$ cat src/rtl/div_iter_sr.sv
// Multi-cycle restoring integer divider (signed/unsigned per transaction) with quotient, remainder and status flags.
// Optional macro DIV_ITER_EARLY_OUT_EN: divide-by-zero / signed overflow skip the iteration phase.
module div_iter_sr #(
    parameter int XLEN = 16
) (
    input  logic            clk_i,
    input  logic            rst_i,
    input  logic [XLEN-1:0] data1_tdata_i,
    input  logic            data1_tvalid_i,
    output logic            data1_tready_o,
    input  logic [XLEN-1:0] data2_tdata_i,
    input  logic            data2_tuser_i,
    input  logic            data2_tvalid_i,
    output logic            data2_tready_o,
    output logic [XLEN-1:0] data_tdata_o,
    output logic [XLEN-1:0] rem_tdata_o,
    output logic [1:0]      data_tuser_o,
    output logic            data_tvalid_o,
    input  logic            data_tready_i
);
    localparam int CNT_W = $clog2(XLEN + 1);
    localparam logic [XLEN-1:0] MIN_VAL = {1'b1, {(XLEN-1){1'b0}}};

    typedef enum logic [1:0] {IDLE, CALC, FIX, DONE} state_t;

    state_t            state, state_nxt;
    logic              accept, early;
    logic [CNT_W-1:0]  cnt;
    logic [2*XLEN:0]   rq;
    logic [XLEN-1:0]   dvs, a_raw, b_raw;
    logic              sgn, q_neg, r_neg;

    logic [XLEN-1:0]   a_abs, b_abs;
    logic [2*XLEN:0]   sh, step;
    logic [XLEN+1:0]   trial;
    logic [XLEN-1:0]   q_fix, r_fix;
    logic              fix_dz, fix_ovf;

    assign accept         = (state == IDLE) & data1_tvalid_i & data2_tvalid_i;
    assign data1_tready_o = accept;
    assign data2_tready_o = accept;
    assign data_tvalid_o  = (state == DONE);

`ifdef DIV_ITER_EARLY_OUT_EN
    logic in_dz, in_ovf;
    assign in_dz  = (data2_tdata_i == '0);
    assign in_ovf = data2_tuser_i & (data1_tdata_i == MIN_VAL) & (data2_tdata_i == '1);
    assign early  = in_dz | in_ovf;
`else
    assign early  = 1'b0;
`endif

    // Magnitudes are only taken for negative operands in signed mode.
    assign a_abs = (data2_tuser_i & data1_tdata_i[XLEN-1]) ? -data1_tdata_i : data1_tdata_i;
    assign b_abs = (data2_tuser_i & data2_tdata_i[XLEN-1]) ? -data2_tdata_i : data2_tdata_i;

    // One restoring step: upper XLEN+1 bits hold the partial remainder, lower XLEN the quotient.
    always_comb begin
        sh    = rq << 1;
        trial = {1'b0, sh[2*XLEN:XLEN]} - {2'b00, dvs};
        step  = sh;
        if (!trial[XLEN+1])
            step = {trial[XLEN:0], sh[XLEN-1:1], 1'b1};
    end

    always_comb begin
        q_fix   = q_neg ? -rq[XLEN-1:0] : rq[XLEN-1:0];
        r_fix   = r_neg ? -rq[2*XLEN-1:XLEN] : rq[2*XLEN-1:XLEN];
        fix_dz  = (b_raw == '0);
        fix_ovf = sgn & (a_raw == MIN_VAL) & (b_raw == '1);
    end

    always_ff @(posedge clk_i) begin
        if (rst_i) state <= IDLE;
        else       state <= state_nxt;
    end

    always_comb begin
        state_nxt = state;
        case (state)
            IDLE: if (accept) state_nxt = early ? FIX : CALC;
            CALC: if (cnt == CNT_W'(1)) state_nxt = FIX;
            FIX:  state_nxt = DONE;
            DONE: if (data_tready_i) state_nxt = IDLE;
            default: state_nxt = IDLE;
        endcase
    end

    always_ff @(posedge clk_i) begin
        if (rst_i) begin
            cnt          <= '0;
            rq           <= '0;
            dvs          <= '0;
            a_raw        <= '0;
            b_raw        <= '0;
            sgn          <= 1'b0;
            q_neg        <= 1'b0;
            r_neg        <= 1'b0;
            data_tdata_o <= '0;
            rem_tdata_o  <= '0;
            data_tuser_o <= '0;
        end else begin
            case (state)
                IDLE: if (accept) begin
                    a_raw <= data1_tdata_i;
                    b_raw <= data2_tdata_i;
                    sgn   <= data2_tuser_i;
                    dvs   <= b_abs;
                    rq    <= {{(XLEN+1){1'b0}}, a_abs};
                    q_neg <= data2_tuser_i & (data1_tdata_i[XLEN-1] ^ data2_tdata_i[XLEN-1]);
                    r_neg <= data2_tuser_i & data1_tdata_i[XLEN-1];
                    cnt   <= CNT_W'(XLEN);
                end
                CALC: begin
                    rq  <= step;
                    cnt <= cnt - CNT_W'(1);
                end
                FIX: begin
                    // Divide-by-zero wins over overflow; both ignore the iteration result.
                    if (fix_dz) begin
                        data_tdata_o <= '1;
                        rem_tdata_o  <= a_raw;
                        data_tuser_o <= 2'b01;
                    end else if (fix_ovf) begin
                        data_tdata_o <= MIN_VAL;
                        rem_tdata_o  <= '0;
                        data_tuser_o <= 2'b10;
                    end else begin
                        data_tdata_o <= q_fix;
                        rem_tdata_o  <= r_fix;
                        data_tuser_o <= 2'b00;
                    end
                end
                default: ;
            endcase
        end
    end
endmodule
$ cat config.mk
export PLATFORM = sky130hd
export DESIGN_NAME = div_iter_sr
export DESIGN_NICKNAME = d
export VERILOG_FILES = /design/src/rtl/div_iter_sr.sv
export SDC_FILE = /design/constraint.sdc
export NUM_CORES = 1
export LEC_CHECK = 0
export CAP_MARGIN = 20
export CORE_MARGIN = 4
export CORE_UTILIZATION = 52
export CTS_CLUSTER_SIZE = 20
export DETAILED_ROUTE_END_ITERATION = 10
export PLACE_DENSITY = 0.8
export SLEW_MARGIN = 20
export SYNTH_ARGS = -nofsm -noshare
export SYNTH_HDL_FRONTEND = slang
export SYNTH_SLANG_ARGS = --single-unit
$ cat constraint.sdc
create_clock -name clk_i -period 2.5 [get_ports clk_i]
set_input_delay 0.75 -clock clk_i [delete_from_list [all_inputs] [get_ports clk_i]]
set_output_delay 0.75 -clock clk_i [all_outputs]
set_load 0.005 [all_outputs]
==> Word level (Yosys, flattened, before mapping) <==
Index checks and enable logic that the tools add are counted.
{ "op_classes": {"add_sub_neg": 6, "eq_ne": 9, "mux": 19, "bitwise_logic": 8, "n_reduce_logical": 6} }
{ "op_table": {"columns": ["op", "n"], "rows": [
  ["two-way mux 16 bit", 8],
  ["two-way mux 32 bit", 2],
  ["negator 16 bit", 4],
  ["case mux 32 bit (2 select lines)", 1],
  ["equality test 16 bit, second input constant", 2],
  ["subtractor 17 x 16 -> 18 bit", 1],
  ["logical NOT 16 bit", 1],
  ["two-way mux 2 bit", 5],
  ["case mux 5 bit (2 select lines)", 1],
  ["case mux 2 bit (4 select lines)", 1],
  ["bitwise AND 1 bit", 7],
  ["equality test 5 x 1 -> 1 bit, second input constant", 1],
  ["two-way mux 5 bit", 1],
  ["subtractor 5 x 1 -> 5 bit, second input constant", 1],
  ["equality test 2 bit, second input constant", 2],
  ["inequality test 2 bit, second input constant", 2],
  ["AND reduction 2 bit", 2],
  ["AND reduction 3 bit", 1],
  ["equality test 2 x 1 -> 1 bit, second input constant", 1],
  ["logical NOT 2 bit", 1],
  ["inequality test 2 x 1 -> 1 bit, second input constant", 1],
  ["nonzero test 2 bit", 1],
  ["XOR 1 bit", 1]
]} }
{ "totals": {"reg_bits": 124, "inputBits": 38, "out_inout_bits": 37, "word_cells": 60} }

==> Depth between registers and ports, before layout <==
Gate-level depths: netlist of the first run.
{ "depth": {"depth_word": 5, "mapped_depth": 11, "mapped_depth_nobuf": 11} }

==> Worst setup path after synthesis of the first run <==
Ideal clock, no wire load.
{ "synth_path": {"path_kind": "reg-to-reg", "start": "reg rq[1]", "end": "reg data_tdata_o[12]", "arrival_time_ns": 2.357, "t_required_ns": 2.378, "path_slack_ns": 0.022, "path_stages_with_launch": 10, "n_path_buf": 0, "period_less_slack_ns": 2.478, "cell_sequence": "dfxtp_1 -> inv_1 -> ha_1 -> or3b_1 -> or4_1 -> or4_1 -> o31ai_1 -> xnor2_1 -> a221oi_1 -> nor2_1"} }
{ "synth_between": {"elab_chain_len": 4} }
{ "synth_rtl": {"columns": ["element", "line_no", "rtl"], "rows": [
  ["start, declared", "29", "logic [2*XLEN:0] rq;"],
  ["start signal, assigned", "109", "rq <= {{(XLEN+1){1'b0}}, a_abs};"],
  ["start signal, assigned", "115", "rq <= step;"],
  ["negator 16 bit", "67", "q_fix = q_neg ? -rq[XLEN-1:0] : rq[XLEN-1:0];"],
  ["two-way mux 16 bit", "67", null],
  ["two-way mux 16 bit", "124", "end else if (fix_ovf) begin"],
  ["two-way mux 16 bit", "120", "if (fix_dz) begin"],
  ["end signal, assigned", "129", "data_tdata_o <= q_fix;"],
  ["end, declared", "15", "output logic [XLEN-1:0] data_tdata_o,"]
]} }
No other way between the ends.
A chain may end at the register's enable or synchronous reset.

==> Worst setup path after layout of the first run <==
Ends and elaborated chain as after synthesis.

==> impl_results.html, run 1 <==
<table>
<tr><th>Metric</th><th>Value</th></tr>
<tr><th colspan="2">Die</th></tr>
<tr><td># IOs</td><td>75</td></tr>
<tr><td>Die Y-Extent</td><td>between 100 and 150 µm</td></tr>
<tr><td>Full die area</td><td>15100 µm²</td></tr>
<tr><td>Core Box Area</td><td>~13000 µm²</td></tr>
<tr><td>Die width</td><td>between 100 and 150 µm</td></tr>
<tr><td>Number of rows in the core area</td><td>41</td></tr>
<tr><td>Initial Utilization</td><td>53.7%</td></tr>
<tr><th colspan="2">Hold path</th></tr>
<tr><td>Critical hold path startpoint</td><td>data_tuser_o[0]</td></tr>
<tr><td>Worst min-delay path category</td><td>register to register</td></tr>
<tr><th colspan="2">Timing</th></tr>
<tr><td>Final count of pins violating max slew</td><td>0</td></tr>
<tr><td>Worst relative slew slack</td><td>between 40% and 50%</td></tr>
<tr><td>Setup repair after global routing missed its margin</td><td>true</td></tr>
<tr><td>Number of setup violations in the final report</td><td>4</td></tr>
<tr><td>Tcrit/Tclk final</td><td>104%</td></tr>
<tr><td>Post-route setup slack</td><td>-88.4 ps</td></tr>
<tr><td>Measured slew at the worst slew-check pin</td><td>just over 800 ps</td></tr>
<tr><td>Clock skew</td><td>6.92 ps</td></tr>
<tr><td>Number of failing hold endpoints at the final stage</td><td>0</td></tr>
<tr><td>Maximum clock rate</td><td>between 0.3 and 0.4 GHz</td></tr>
<tr><td>Post-route minimum period</td><td>~2600 ps</td></tr>
<tr><td>Sum of negative setup slack</td><td>-232 ps</td></tr>
<tr><th colspan="2">Worst setup path</th></tr>
<tr><td>Setup CP Type</td><td>register to register</td></tr>
<tr><td>Startpoint of the most critical register-to-register path</td><td>rq[1]</td></tr>
<tr><td>Setup crit start kind</td><td>register</td></tr>
<tr><td>Worst setup path startpoint</td><td>rq[1]</td></tr>
<tr><td>Crit path required time</td><td>2800 ps</td></tr>
<tr><td>Arrival @ worst endpoint</td><td>2890 ps</td></tr>
<tr><td>Largest fanout on the critical path</td><td>3</td></tr>
<tr><td>Critical Path Sink Type</td><td>register</td></tr>
<tr><th colspan="2">Finish</th></tr>
<tr><td>Layout overhead on the synthesized area</td><td>30.7%</td></tr>
<tr><td>Fin cells</td><td>around 1200</td></tr>
<tr><td>Most common cell after layout, fill and taps aside</td><td>nand2_1</td></tr>
<tr><td>Antenna cell count</td><td>0</td></tr>
<tr><td>Ratio of cells with drive above 1 in the final layout</td><td>15.1%</td></tr>
<tr><td># nets final</td><td>roughly 1100</td></tr>
<tr><td>Post-Route Utilization</td><td>a little over two thirds</td></tr>
<tr><td>Commonest non-fill, non-tap cells in the layout</td><td>141 x nand2_1, 117 x dfxtp_1, 93 x a21oi_1</td></tr>
<tr><td>Post-route cell area</td><td>8960 µm²</td></tr>
<tr><th colspan="2">Routing</th></tr>
<tr><td>DRC violation total after the first TritonRoute iteration</td><td>666</td></tr>
<tr><td>Total number of vias</td><td>around 7000</td></tr>
<tr><td>Antenna viol nets, final</td><td>0</td></tr>
<tr><td>TritonRoute pass-1 iters</td><td>5</td></tr>
<tr><td>Drt drc</td><td>0</td></tr>
<tr><td>Ratio of routed vias to standard cells</td><td>just under 6</td></tr>
<tr><td>Wire length per cell after detailed routing</td><td>about 17 µm</td></tr>
<tr><td>Final wirelength</td><td>20500 µm</td></tr>
<tr><th colspan="2">Placement</th></tr>
<tr><td>Count of placed standard cells including taps</td><td>between 1000 and 1500</td></tr>
<tr><td>Detailed placement HPWL</td><td>between 10000 and 15000 µm</td></tr>
<tr><td>Port bufs</td><td>74</td></tr>
<tr><td>Final weighted congestion in routability-driven placement</td><td>0.940</td></tr>
<tr><td>Placed inst area</td><td>between 8000 and 9000 µm²</td></tr>
<tr><th colspan="2">Clock network</th></tr>
<tr><td>Deepest clock path buffer count</td><td>2</td></tr>
<tr><td>Clock root buffer</td><td>clkbuf_16</td></tr>
<tr><td>Number of clock sinks seen by CTS</td><td>approximately 120</td></tr>
<tr><td>Clock insertion delay at the later pin of the skew report</td><td>between 400 and 500 ps</td></tr>
<tr><td>Total clock buffers created by CTS</td><td>17</td></tr>
<tr><td>CTS tree</td><td>yes</td></tr>
<tr><td>Reg clk slew, reported paths</td><td>~60 ps</td></tr>
<tr><td>Clock H-tree levels</td><td>4</td></tr>
<tr><td>Number of buffers added to fix hold violations after cts</td><td>0</td></tr>
<tr><th colspan="2">GRT</th></tr>
<tr><td>First-pass GRT wire length</td><td>between 30000 and 40000 µm</td></tr>
<tr><td>Vias in the first global route</td><td>6535</td></tr>
<tr><td>Remaining global-route overflow</td><td>0</td></tr>
<tr><td>Maximum number of pins on one net before global-route repair</td><td>93</td></tr>
<tr><td>Initial antenna violation count</td><td>0</td></tr>
<tr><td>Global-route usage over all layers</td><td>a little over a quarter</td></tr>
<tr><th colspan="2">Synth</th></tr>
<tr><td>Share of async-settable or async-resettable flops after synthesis</td><td>0%</td></tr>
<tr><td>Post-synthesis average cell area</td><td>just under 8 µm²</td></tr>
<tr><td>Number of warnings reported in the yosys synthesis log</td><td>0</td></tr>
<tr><td>Synthesized net count</td><td>944</td></tr>
<tr><td>Unique masters post-synth</td><td>58</td></tr>
<tr><td>Cell Area, Synth</td><td>6860 µm²</td></tr>
<tr><td>Sequential cell area fraction in the yosys report</td><td>between 30% and 40%</td></tr>
<tr><td>Top post-synthesis cells by area</td><td>dfxtp_1 36%, nand2_1 7.7%, a21oi_1 7.0%</td></tr>
<tr><td>Synth area leader</td><td>dfxtp_1</td></tr>
<tr><td>Syn Inst Count</td><td>about 880</td></tr>
<tr><td>EDFF count, synth</td><td>0</td></tr>
<tr><td>Prevailing post-synth register cell</td><td>dfxtp_1</td></tr>
<tr><td>Portion of synthesized cell area occupied by the leading cell type</td><td>a little over a third</td></tr>
<tr><td>Number of storage elements in the synthesis netlist</td><td>between 100 and 150</td></tr>
<tr><th colspan="2">Status</th></tr>
<tr><td>Violated checks</td><td>negative setup slack</td></tr>
<tr><td>Run status</td><td>finished, violations left</td></tr>
<tr><th colspan="2">Pwr</th></tr>
<tr><td>Cell leakage power</td><td>between 0.003 and 0.004 µW</td></tr>
<tr><td>Final Total Pwr</td><td>a little over 9000 µW</td></tr>
<tr><td>Power per Cell Area</td><td>~1000 nW/µm²</td></tr>
<tr><td>VDD IR max</td><td>about 680 µV</td></tr>
<tr><th colspan="2">Flow run</th></tr>
<tr><td>Max-cap viol count</td><td>0</td></tr>
</table>
[state kept, by name, indices dropped and copies added, names as in the netlist, 2 cells and up]
| name | cells |
|---|---|
| b_raw | 15 |
| cnt | 5 |
| dvs | 16 |
| a_raw | 16 |
| state | 2 |
| data_tuser_o | 2 |
| rq | 32 |
| rem_tdata_o | 16 |
| data_tdata_o | 16 |
[routing by layer]
metal  wire (µm)  up-vias  global-route usage, %  part of all wire, %
li1            -     3384                      -                    -
met1        8710     3275                   34.6                   42
met2        9960      268                   46.9                   48
met3        1370       40                   5.90                  6.7
met4         507        0                   8.68                  2.5
met5           0        -                      0                    0
[final cells by class]
| cell class | instances | area [µm²] |
|---|---|---|
| clock buffer | 19 | 443 |
| clock inverter | 13 | 149 |
| fill | 951 | 3810 |
| inverter | 43 | 164 |
| multi-input combinational | 661 | 4110 |
| sequential | 123 | 2470 |
| tap | 172 | 215 |
| timing repair buffer | 157 | 1410 |
[per-stage QoR]
stage                     setup WS (ps)  hold WS (ps)
after global placement             -362           438
after global routing               -174           498
after detailed placement           -348           456
after CTS                         -23.9           464
final                             -88.4           466
after floorplan                    21.7           431
[path summary, 6_finish.rpt]
kind / to / slack [ps] / cells past startpoint
worst min register to register: data_tuser_o[0] / 470 / 2
worst min-delay path: data_tuser_o[0] / 470 / 2
worst max register to register: data_tdata_o[12] / -90 / 9
worst max-delay path: data_tdata_o[12] / -90 / 9
[synthesized netlist by cell type (all sizes together) (8+ instances only)]
cell    count
nor3        9
nor2       86
or4        10
nand4       9
o211ai      9
inv        43
mux2i       8
o31ai      13
o21ai      61
ha         26
a221oi     16
xnor2      49
xor2       13
clkbuf     46
nor4       13
nand2     141
a21oi      96
a222oi     14
dfxtp     123
a211oi     10
nand3      11
[critical path: stages, from the launching register on]
cell and delay (ps):
dfxtp_2 330, inv_2 70, ha_4 130, or3b_4 380, or4_4 430, or4_4 500
o31ai_4 220, xnor2_1 90, a221oi_1 260, nor2_1 60
[logic make-up after synthesis]
| logic type | share of synthesized area, % |
|---|---|
| simple gates | 20.1 |
| compound gates | 23.8 |
| flops | 35.9 |
| buf+inv | 6.02 |
| xor+xnor | 7.92 |
| fa+ha+maj | 5.04 |
| mux | 1.17 |
[power breakdown]
part,internal (µW),switching (µW)
logic,1910,2300
registers,2290,344
clock network,1580,917
total,5790,3560
[repair_timing]
action	CTS	global route
pin swaps	0	6
gates resized for setup	19	23
buffers inserted	2	1
setup endpoints to repair	6	24
No activity file was read; power rests on OpenSTA's default activity.
==> inputs of run 2 (changes only) <==
Settings changed: CORE_UTILIZATION 52 to 57, PLACE_DENSITY 0.8 to 0.83, REMOVE_ABC_BUFFERS set to 1.
Clock period 2.5 ns to 2.85 ns, I/O delays scaled along.
==> run 2 against run 1 <==
The run now ends clean; non-clock buffer count is 43 lower; power shrank 17%; critical path depth is the same; count of clock-buffer cells in the layout grew 3; largest power group unchanged; global-route usage up 0.13 points; clock skew hardly changed; utilization grew 2.8 points; final cell count down 6.2%; die area fell by 8.2%.
==> impl_results.html, run 2 (synthesis gave the netlist of run 1 again) <==
<table>
<tr><th>Metric</th><th>Value</th></tr>
<tr><th colspan="2">GRT</th></tr>
<tr><td>Global-route usage over all layers</td><td>27.6%</td></tr>
<tr><td>Vias in the first global route</td><td>roughly 6500</td></tr>
<tr><td>Remaining global-route overflow</td><td>0</td></tr>
<tr><td>First-pass GRT wire length</td><td>31700 µm</td></tr>
<tr><td>Maximum number of pins on one net before global-route repair</td><td>70</td></tr>
<tr><td>Initial antenna violation count</td><td>0</td></tr>
<tr><th colspan="2">Die</th></tr>
<tr><td>Die width</td><td>around 120 µm</td></tr>
<tr><td>Number of rows in the core area</td><td>39</td></tr>
<tr><td>Die Y-Extent</td><td>around 120 µm</td></tr>
<tr><td>Core Box Area</td><td>roughly 12000 µm²</td></tr>
<tr><td># IOs</td><td>75</td></tr>
<tr><td>Initial Utilization</td><td>about three fifths</td></tr>
<tr><td>Full die area</td><td>approximately 14000 µm²</td></tr>
<tr><th colspan="2">Timing</th></tr>
<tr><td>Number of failing hold endpoints at the final stage</td><td>0</td></tr>
<tr><td>Sum of negative setup slack</td><td>0 ps</td></tr>
<tr><td>Tcrit/Tclk final</td><td>~95%</td></tr>
<tr><td>Setup repair after global routing missed its margin</td><td>false</td></tr>
<tr><td>Maximum clock rate</td><td>between 0.3 and 0.4 GHz</td></tr>
<tr><td>Clock skew</td><td>around 6.7 ps</td></tr>
<tr><td>Final count of pins violating max slew</td><td>0</td></tr>
<tr><td>Number of setup violations in the final report</td><td>0</td></tr>
<tr><td>Post-route minimum period</td><td>2710 ps</td></tr>
<tr><td>Measured slew at the worst slew-check pin</td><td>around 700 ps</td></tr>
<tr><td>Worst relative slew slack</td><td>between 50 and 60%</td></tr>
<tr><td>Post-route setup slack</td><td>about 140 ps</td></tr>
<tr><th colspan="2">Worst setup path</th></tr>
<tr><td>Largest fanout on the critical path</td><td>5</td></tr>
<tr><td>Setup crit start kind</td><td>register</td></tr>
<tr><td>Crit path required time</td><td>about 3100 ps</td></tr>
<tr><td>Arrival @ worst endpoint</td><td>3000 ps</td></tr>
<tr><td>Setup CP Type</td><td>register to register</td></tr>
<tr><td>Critical Path Sink Type</td><td>register</td></tr>
<tr><th colspan="2">Status</th></tr>
<tr><td>Run status</td><td>finished clean</td></tr>
<tr><th colspan="2">Placement</th></tr>
<tr><td>Port bufs</td><td>74</td></tr>
<tr><td>Detailed placement HPWL</td><td>~14000 µm</td></tr>
<tr><td>Final weighted congestion in routability-driven placement</td><td>~0.9</td></tr>
<tr><td>Post-Place Worst Slack</td><td>-129 ps</td></tr>
<tr><th colspan="2">Hold path</th></tr>
<tr><td>Worst min-delay path category</td><td>register to register</td></tr>
<tr><th colspan="2">Clock network</th></tr>
<tr><td>Number of clock sinks seen by CTS</td><td>between 100 and 150</td></tr>
<tr><td>Clock insertion delay at the later pin of the skew report</td><td>approximately 410 ps</td></tr>
<tr><td>Total clock buffers created by CTS</td><td>17</td></tr>
<tr><td>Deepest clock path buffer count</td><td>2</td></tr>
<tr><td>Reg clk slew, reported paths</td><td>about 50 ps</td></tr>
<tr><td>Clock root buffer</td><td>clkbuf_16</td></tr>
<tr><td>Clock H-tree levels</td><td>4</td></tr>
<tr><td>Post-CTS setup-driven buffer insertion count</td><td>0</td></tr>
<tr><td>CTS tree</td><td>yes</td></tr>
<tr><td>Number of buffers added to fix hold violations after cts</td><td>0</td></tr>
<tr><th colspan="2">Pwr</th></tr>
<tr><td>Cell leakage power</td><td>between 0.003 and 0.004 µW</td></tr>
<tr><td>Power per Cell Area</td><td>approximately 920 nW/µm²</td></tr>
<tr><td>VDD IR max</td><td>678 µV</td></tr>
<tr><th colspan="2">Routing</th></tr>
<tr><td>Ratio of routed vias to standard cells</td><td>about 6.1</td></tr>
<tr><td>Final wirelength</td><td>around 19000 µm</td></tr>
<tr><td>DRC violation total after the first TritonRoute iteration</td><td>710</td></tr>
<tr><td>Total number of vias</td><td>roughly 6800</td></tr>
<tr><td>Wire length per cell after detailed routing</td><td>17.2 µm</td></tr>
<tr><td>Drt drc</td><td>0</td></tr>
<tr><td>TritonRoute pass-1 iters</td><td>5</td></tr>
<tr><td>Antenna viol nets, final</td><td>0</td></tr>
<tr><th colspan="2">Finish</th></tr>
<tr><td># nets final</td><td>1025</td></tr>
<tr><td>Antenna cell count</td><td>0</td></tr>
<tr><td>Ratio of cells with drive above 1 in the final layout</td><td>approximately 8.2%</td></tr>
<tr><td>Post-Route Utilization</td><td>73.0%</td></tr>
<tr><td>Layout overhead on the synthesized area</td><td>23.7%</td></tr>
<tr><td>Most flop-heavy register</td><td>rq</td></tr>
<tr><td>Fill count</td><td>approximately 900</td></tr>
<tr><td>Commonest non-fill, non-tap cells in the layout</td><td>141 x nand2_1, 123 x dfxtp_1, 96 x a21oi_1</td></tr>
<tr><td>Most common cell after layout, fill and taps aside</td><td>nand2_1</td></tr>
<tr><td>Flip-flop count of the largest register, all copies and words added</td><td>32</td></tr>
<tr><th colspan="2">Flow run</th></tr>
<tr><td>Max-cap viol count</td><td>0</td></tr>
</table>
## run 2: cell count changes in the layout (fill, tap and decap cells not counted), moves of 4 or more
cell      change
buf_4        -40
dfxtp_1       +6
dfxtp_2       -6
clkinv_2      -4
inv_1         +4
## run 2: final cells by class
class	instances	area [µm²]	area share, %
Multi-Input combinational cell	661	3990	47.0
Sequential cell	123	2460	29.0
Timing Repair Buffer	114	1050	12.4
Clock buffer	22	474	5.59
Tap cell	143	179	2.11
Clock inverter	8	165	1.95
Inverter	43	161	1.90
## run 2: worst max-delay path: stages (launching register included)
cell and delay (ps):
dfxtp_1 360, inv_1 90, ha_1 140, or3b_1 390, or4_1 440, or4_1 480, o31ai_1 260, xnor2_1 100
a221oi_1 270, nor2_1 60
## run 2: final timing paths
check,start,to,slack [ps],depth (start not counted)
min,sgn,sgn,460,2
min reg2reg,sgn,sgn,460,2
max,rq[1],data_tdata_o[12],140,9
max reg2reg,rq[1],data_tdata_o[12],140,9
## run 2: power breakdown
| group | internal [µW] | switching, µW | total (µW) | leakage [µW] |
|---|---|---|---|---|
| sequential | 2010 | 283 | 2290 | 0.00100 |
| combinational | 1320 | 1840 | 3160 | 0.00191 |
| clock | 1610 | 735 | 2340 | 0.000316 |
| total | 4930 | 2860 | 7790 | 0.00323 |
## run 2: timing repair
item	CTS	global route
resized for setup	3	1
endpoints found under the setup margin	2	1
pin swaps	1	0
## run 2: through the flow
step	power (µW)	hold slack (ps)	instance area [µm²]	std cells
2_1_floorplan	4350	425	6610	827
3_3_place_gp	5310	443	7840	1084
3_5_place_dp	5370	444	7840	1084
4_1_cts	7750	452	8480	1114
5_1_grt	8250	490	8480	1114
6_report	7790	461	8480	1114
## run 2: per-layer routing
layer | vias to the layer above | track usage [%] | wire (µm) | part of all wire (%)
met1 | 3199 | 34.0 | 8000 | 42
met5 | - | 0 | 0 | 0
met3 | 36 | 6.63 | 1310 | 6.8
met2 | 258 | 47.1 | 9360 | 49
li1 | 3306 | - | - | -
met4 | 0 | 9.74 | 457 | 2.4
==> inputs of run 3 (changes only) <==
Settings changed: CORE_UTILIZATION 57 to 52, PLACE_DENSITY 0.83 to 0.8.
Clock period 2.85 ns to 2.2 ns, I/O delays scaled along.
==> run 3 against run 2 <==
Count of clock-buffer cells in the layout decreased by 3; routed wire length rose by 25%; clock skew rose by 5.5 ps; largest cell class unchanged; via count increased by 14%; highest routed layer unchanged; largest power group unchanged; critical endpoint unchanged; the run now ends with negative setup slack left; die area up 9.0%; first-iteration DRC count is 55% higher; worst hold slack got worse by 6.3 ps.
==> impl_results.html, run 3 (synthesis gave the netlist of run 1 again) <==
<table>
<tr><th>Metric</th><th>Value</th></tr>
<tr><th colspan="2">Finish</th></tr>
<tr><td>Most flop-heavy register</td><td>rq</td></tr>
<tr><td>Post-route cell area</td><td>slightly below 10000 µm²</td></tr>
<tr><td>Ratio of cells with drive above 1 in the final layout</td><td>between 20% and 30%</td></tr>
<tr><td># nets final</td><td>about 1100</td></tr>
<tr><td>Layout overhead on the synthesized area</td><td>44.8%</td></tr>
<tr><td>Antenna cell count</td><td>0</td></tr>
<tr><td>Fill count</td><td>764</td></tr>
<tr><td>Most common cell after layout, fill and taps aside</td><td>buf_4</td></tr>
<tr><td>Commonest non-fill, non-tap cells in the layout</td><td>143 x buf_4, 138 x nand2_1, 113 x dfxtp_1</td></tr>
<tr><td>Flip-flop count of the largest register, all copies and words added</td><td>32</td></tr>
<tr><th colspan="2">Worst setup path</th></tr>
<tr><td>CP dominant cell by count</td><td>or4_4</td></tr>
<tr><td>Arrival @ worst endpoint</td><td>around 2900 ps</td></tr>
<tr><td>Worst path max stage delay</td><td>a little under 500 ps</td></tr>
<tr><td>Number of buffer and inverter stages on the critical path</td><td>1</td></tr>
<tr><td>Critical Path Sink Type</td><td>register</td></tr>
<tr><td>Max stage delay cell, worst path</td><td>or4_4</td></tr>
<tr><td>Crit path required time</td><td>between 2000 and 2500 ps</td></tr>
<tr><td>Largest fanout on the critical path</td><td>3</td></tr>
<tr><td>Kind of cell adding the most delay to the critical path</td><td>simple AND/OR/NAND/NOR gates</td></tr>
<tr><td>Setup crit start kind</td><td>register</td></tr>
<tr><td>Setup CP Type</td><td>register to register</td></tr>
<tr><td>Series of cell instances along the critical path</td><td>inv_2 &gt; ha_4 &gt; or3b_4 &gt; or4_4 &gt; or4_4 &gt; o31ai_4 &gt; xnor2_1 &gt; a221oi_1 &gt; nor2_1</td></tr>
<tr><th colspan="2">Die</th></tr>
<tr><td>Initial Utilization</td><td>53.7%</td></tr>
<tr><td>Core Box Area</td><td>12800 µm²</td></tr>
<tr><td>Die width</td><td>123 µm</td></tr>
<tr><td>Number of rows in the core area</td><td>41</td></tr>
<tr><td># IOs</td><td>75</td></tr>
<tr><td>Die Y-Extent</td><td>roughly 120 µm</td></tr>
<tr><td>Full die area</td><td>approximately 15000 µm²</td></tr>
<tr><th colspan="2">Routing</th></tr>
<tr><td>Top layer in use</td><td>met4</td></tr>
<tr><td>Detailed-routing wirelength on met1</td><td>just over 9000 µm</td></tr>
<tr><td>Total number of vias</td><td>~7800</td></tr>
<tr><td>Met2 wire len</td><td>11400 µm</td></tr>
<tr><td>Ratio of routed vias to standard cells</td><td>a little over 6</td></tr>
<tr><td>Final wirelength</td><td>~24000 µm</td></tr>
<tr><td>Wire length per cell after detailed routing</td><td>19.1 µm</td></tr>
<tr><td>Drt drc</td><td>0</td></tr>
<tr><td>Routed length on met3</td><td>approximately 2400 µm</td></tr>
<tr><td>DRC violation total after the first TritonRoute iteration</td><td>around 1100</td></tr>
<tr><td>Antenna viol nets, final</td><td>0</td></tr>
<tr><td>TritonRoute pass-1 iters</td><td>8</td></tr>
<tr><th colspan="2">Clock network</th></tr>
<tr><td>Total clock buffers created by CTS</td><td>17</td></tr>
<tr><td>Reg clk slew, reported paths</td><td>60 ps</td></tr>
<tr><td>Clock insertion delay at the later pin of the skew report</td><td>around 420 ps</td></tr>
<tr><td>Deepest clock path buffer count</td><td>2</td></tr>
<tr><td>Clock root buffer</td><td>clkbuf_16</td></tr>
<tr><td>Clock H-tree levels</td><td>4</td></tr>
<tr><td>Number of buffers added to fix hold violations after cts</td><td>0</td></tr>
<tr><td>Number of clock sinks seen by CTS</td><td>123</td></tr>
<tr><td>CTS tree</td><td>yes</td></tr>
<tr><th colspan="2">Timing</th></tr>
<tr><td>Post-route minimum period</td><td>~2600 ps</td></tr>
<tr><td>Worst relative slew slack</td><td>between 30 and 40%</td></tr>
<tr><td>Number of setup violations in the final report</td><td>31</td></tr>
<tr><td>Maximum clock rate</td><td>roughly 0.38 GHz</td></tr>
<tr><td>Clock skew</td><td>12.2 ps</td></tr>
<tr><td>Tcrit/Tclk final</td><td>119%</td></tr>
<tr><td>Setup repair after global routing missed its margin</td><td>true</td></tr>
<tr><td>Post-route setup slack</td><td>-417 ps</td></tr>
<tr><td>Final count of pins violating max slew</td><td>0</td></tr>
<tr><td>Number of failing hold endpoints at the final stage</td><td>0</td></tr>
<tr><td>Measured slew at the worst slew-check pin</td><td>roughly 1000 ps</td></tr>
<tr><th colspan="2">Placement</th></tr>
<tr><td>Port bufs</td><td>74</td></tr>
<tr><td>Post-Place Worst Slack</td><td>-451 ps</td></tr>
<tr><td>Detailed placement HPWL</td><td>14900 µm</td></tr>
<tr><td>Placed inst area</td><td>8610 µm²</td></tr>
<tr><td>Final weighted congestion in routability-driven placement</td><td>slightly above 0.9</td></tr>
<tr><th colspan="2">Pwr</th></tr>
<tr><td>Clock network fraction of design power</td><td>around 25%</td></tr>
<tr><td>Final Total Pwr</td><td>around 12000 µW</td></tr>
<tr><td>Internal Dissipation</td><td>between 7000 and 8000 µW</td></tr>
<tr><td>VDD IR max</td><td>approximately 1000 µV</td></tr>
<tr><td>Net switching fraction of the power</td><td>38.8%</td></tr>
<tr><td>Combinational power share</td><td>50.0%</td></tr>
<tr><td>Power per Cell Area</td><td>around 1200 nW/µm²</td></tr>
<tr><td>Cell leakage power</td><td>between 0.003 and 0.004 µW</td></tr>
<tr><td>Sw power</td><td>between 4000 and 5000 µW</td></tr>
<tr><td>Proportion of power drawn by flip-flops and latches</td><td>24.8%</td></tr>
<tr><th colspan="2">GRT</th></tr>
<tr><td>Global-route usage over all layers</td><td>~30%</td></tr>
<tr><td>Vias in the first global route</td><td>7260</td></tr>
<tr><td>First-pass GRT wire length</td><td>35900 µm</td></tr>
<tr><td>Initial antenna violation count</td><td>0</td></tr>
<tr><td>Maximum number of pins on one net before global-route repair</td><td>just over 80</td></tr>
<tr><td>Remaining global-route overflow</td><td>0</td></tr>
<tr><th colspan="2">Status</th></tr>
<tr><td>Run status</td><td>finished, violations left</td></tr>
<tr><td>Violated checks</td><td>negative setup slack</td></tr>
<tr><th colspan="2">Flow run</th></tr>
<tr><td>Max-cap viol count</td><td>0</td></tr>
<tr><th colspan="2">Hold path</th></tr>
<tr><td>Worst min-delay path category</td><td>register to register</td></tr>
</table>
-- run 3: cell count changes in the layout (fill, tap and decap cells not counted), sizes merged, moves of 2 or more --
cell,delta
clkinvlp,+3
clkinv,+2
clkbuf,-3
dlygate4sd2,+3
buf,+108
clkdlybuf4s50,-3
-- run 3: power by group through the flow --
stage	logic, µW	registers, µW	clock network (µW)
final	6070	3000	3050
after global routing	6490	3030	3140
after CTS	5280	2950	3040
after detailed placement	4820	2960	0
after global placement	4720	2940	0
after floorplan	2720	2920	0
-- run 3: final cells by class --
cell class	instances	area (µm²)	area share [%]
Sequential cell	123	2480	25.0
Tap cell	172	215	2.17
Clock inverter	13	191	1.93
Clock buffer	19	453	4.56
Inverter	43	161	1.63
Multi-Input combinational cell	662	4520	45.5
Timing Repair Buffer	222	1910	19.2
-- run 3: worst paths after layout --
check              from  cells past startpoint          endpoint  slack, ps
hold reg to reg     sgn                      2               sgn        450
setup / recovery  rq[1]                      9  data_tdata_o[12]       -420
hold / removal      sgn                      2               sgn        450
setup reg to reg  rq[1]                      9  data_tdata_o[12]       -420
-- run 3: per-layer routing --
metal / vias up / track usage, %
met5: - / 0
met4: 0 / 12.9
met3: 114 / 6.87
met2: 484 / 50.2
met1: 3655 / 37.7
li1: 3513 / -
-- run 3: metrics by stage --
stage / TNS [ps] / instances / util (%) / hold slack (ps)
after floorplan: -61660 / 827 / - / 425
after global placement: -13770 / 1203 / 67.4 / 439
after detailed placement: -15310 / 1203 / 67.4 / 442
after CTS: -1790 / 1245 / 74.5 / 450
after global routing: -6190 / 1254 / 77.7 / 476
final: -3430 / 1254 / 77.7 / 454
-- run 3: worst min-delay path, stage by stage (launching register included) --
cell	delay [ps]
dfxtp_1	300
nand2_1	50
a21oi_1	50
-- run 3: repair_timing --
action / CTS / global route
resized for setup: 61 / 69
buffers inserted: 10 / 10
pin swaps: 16 / 45
gates cloned: 0 / 1
endpoints found under the setup margin: 48 / 57
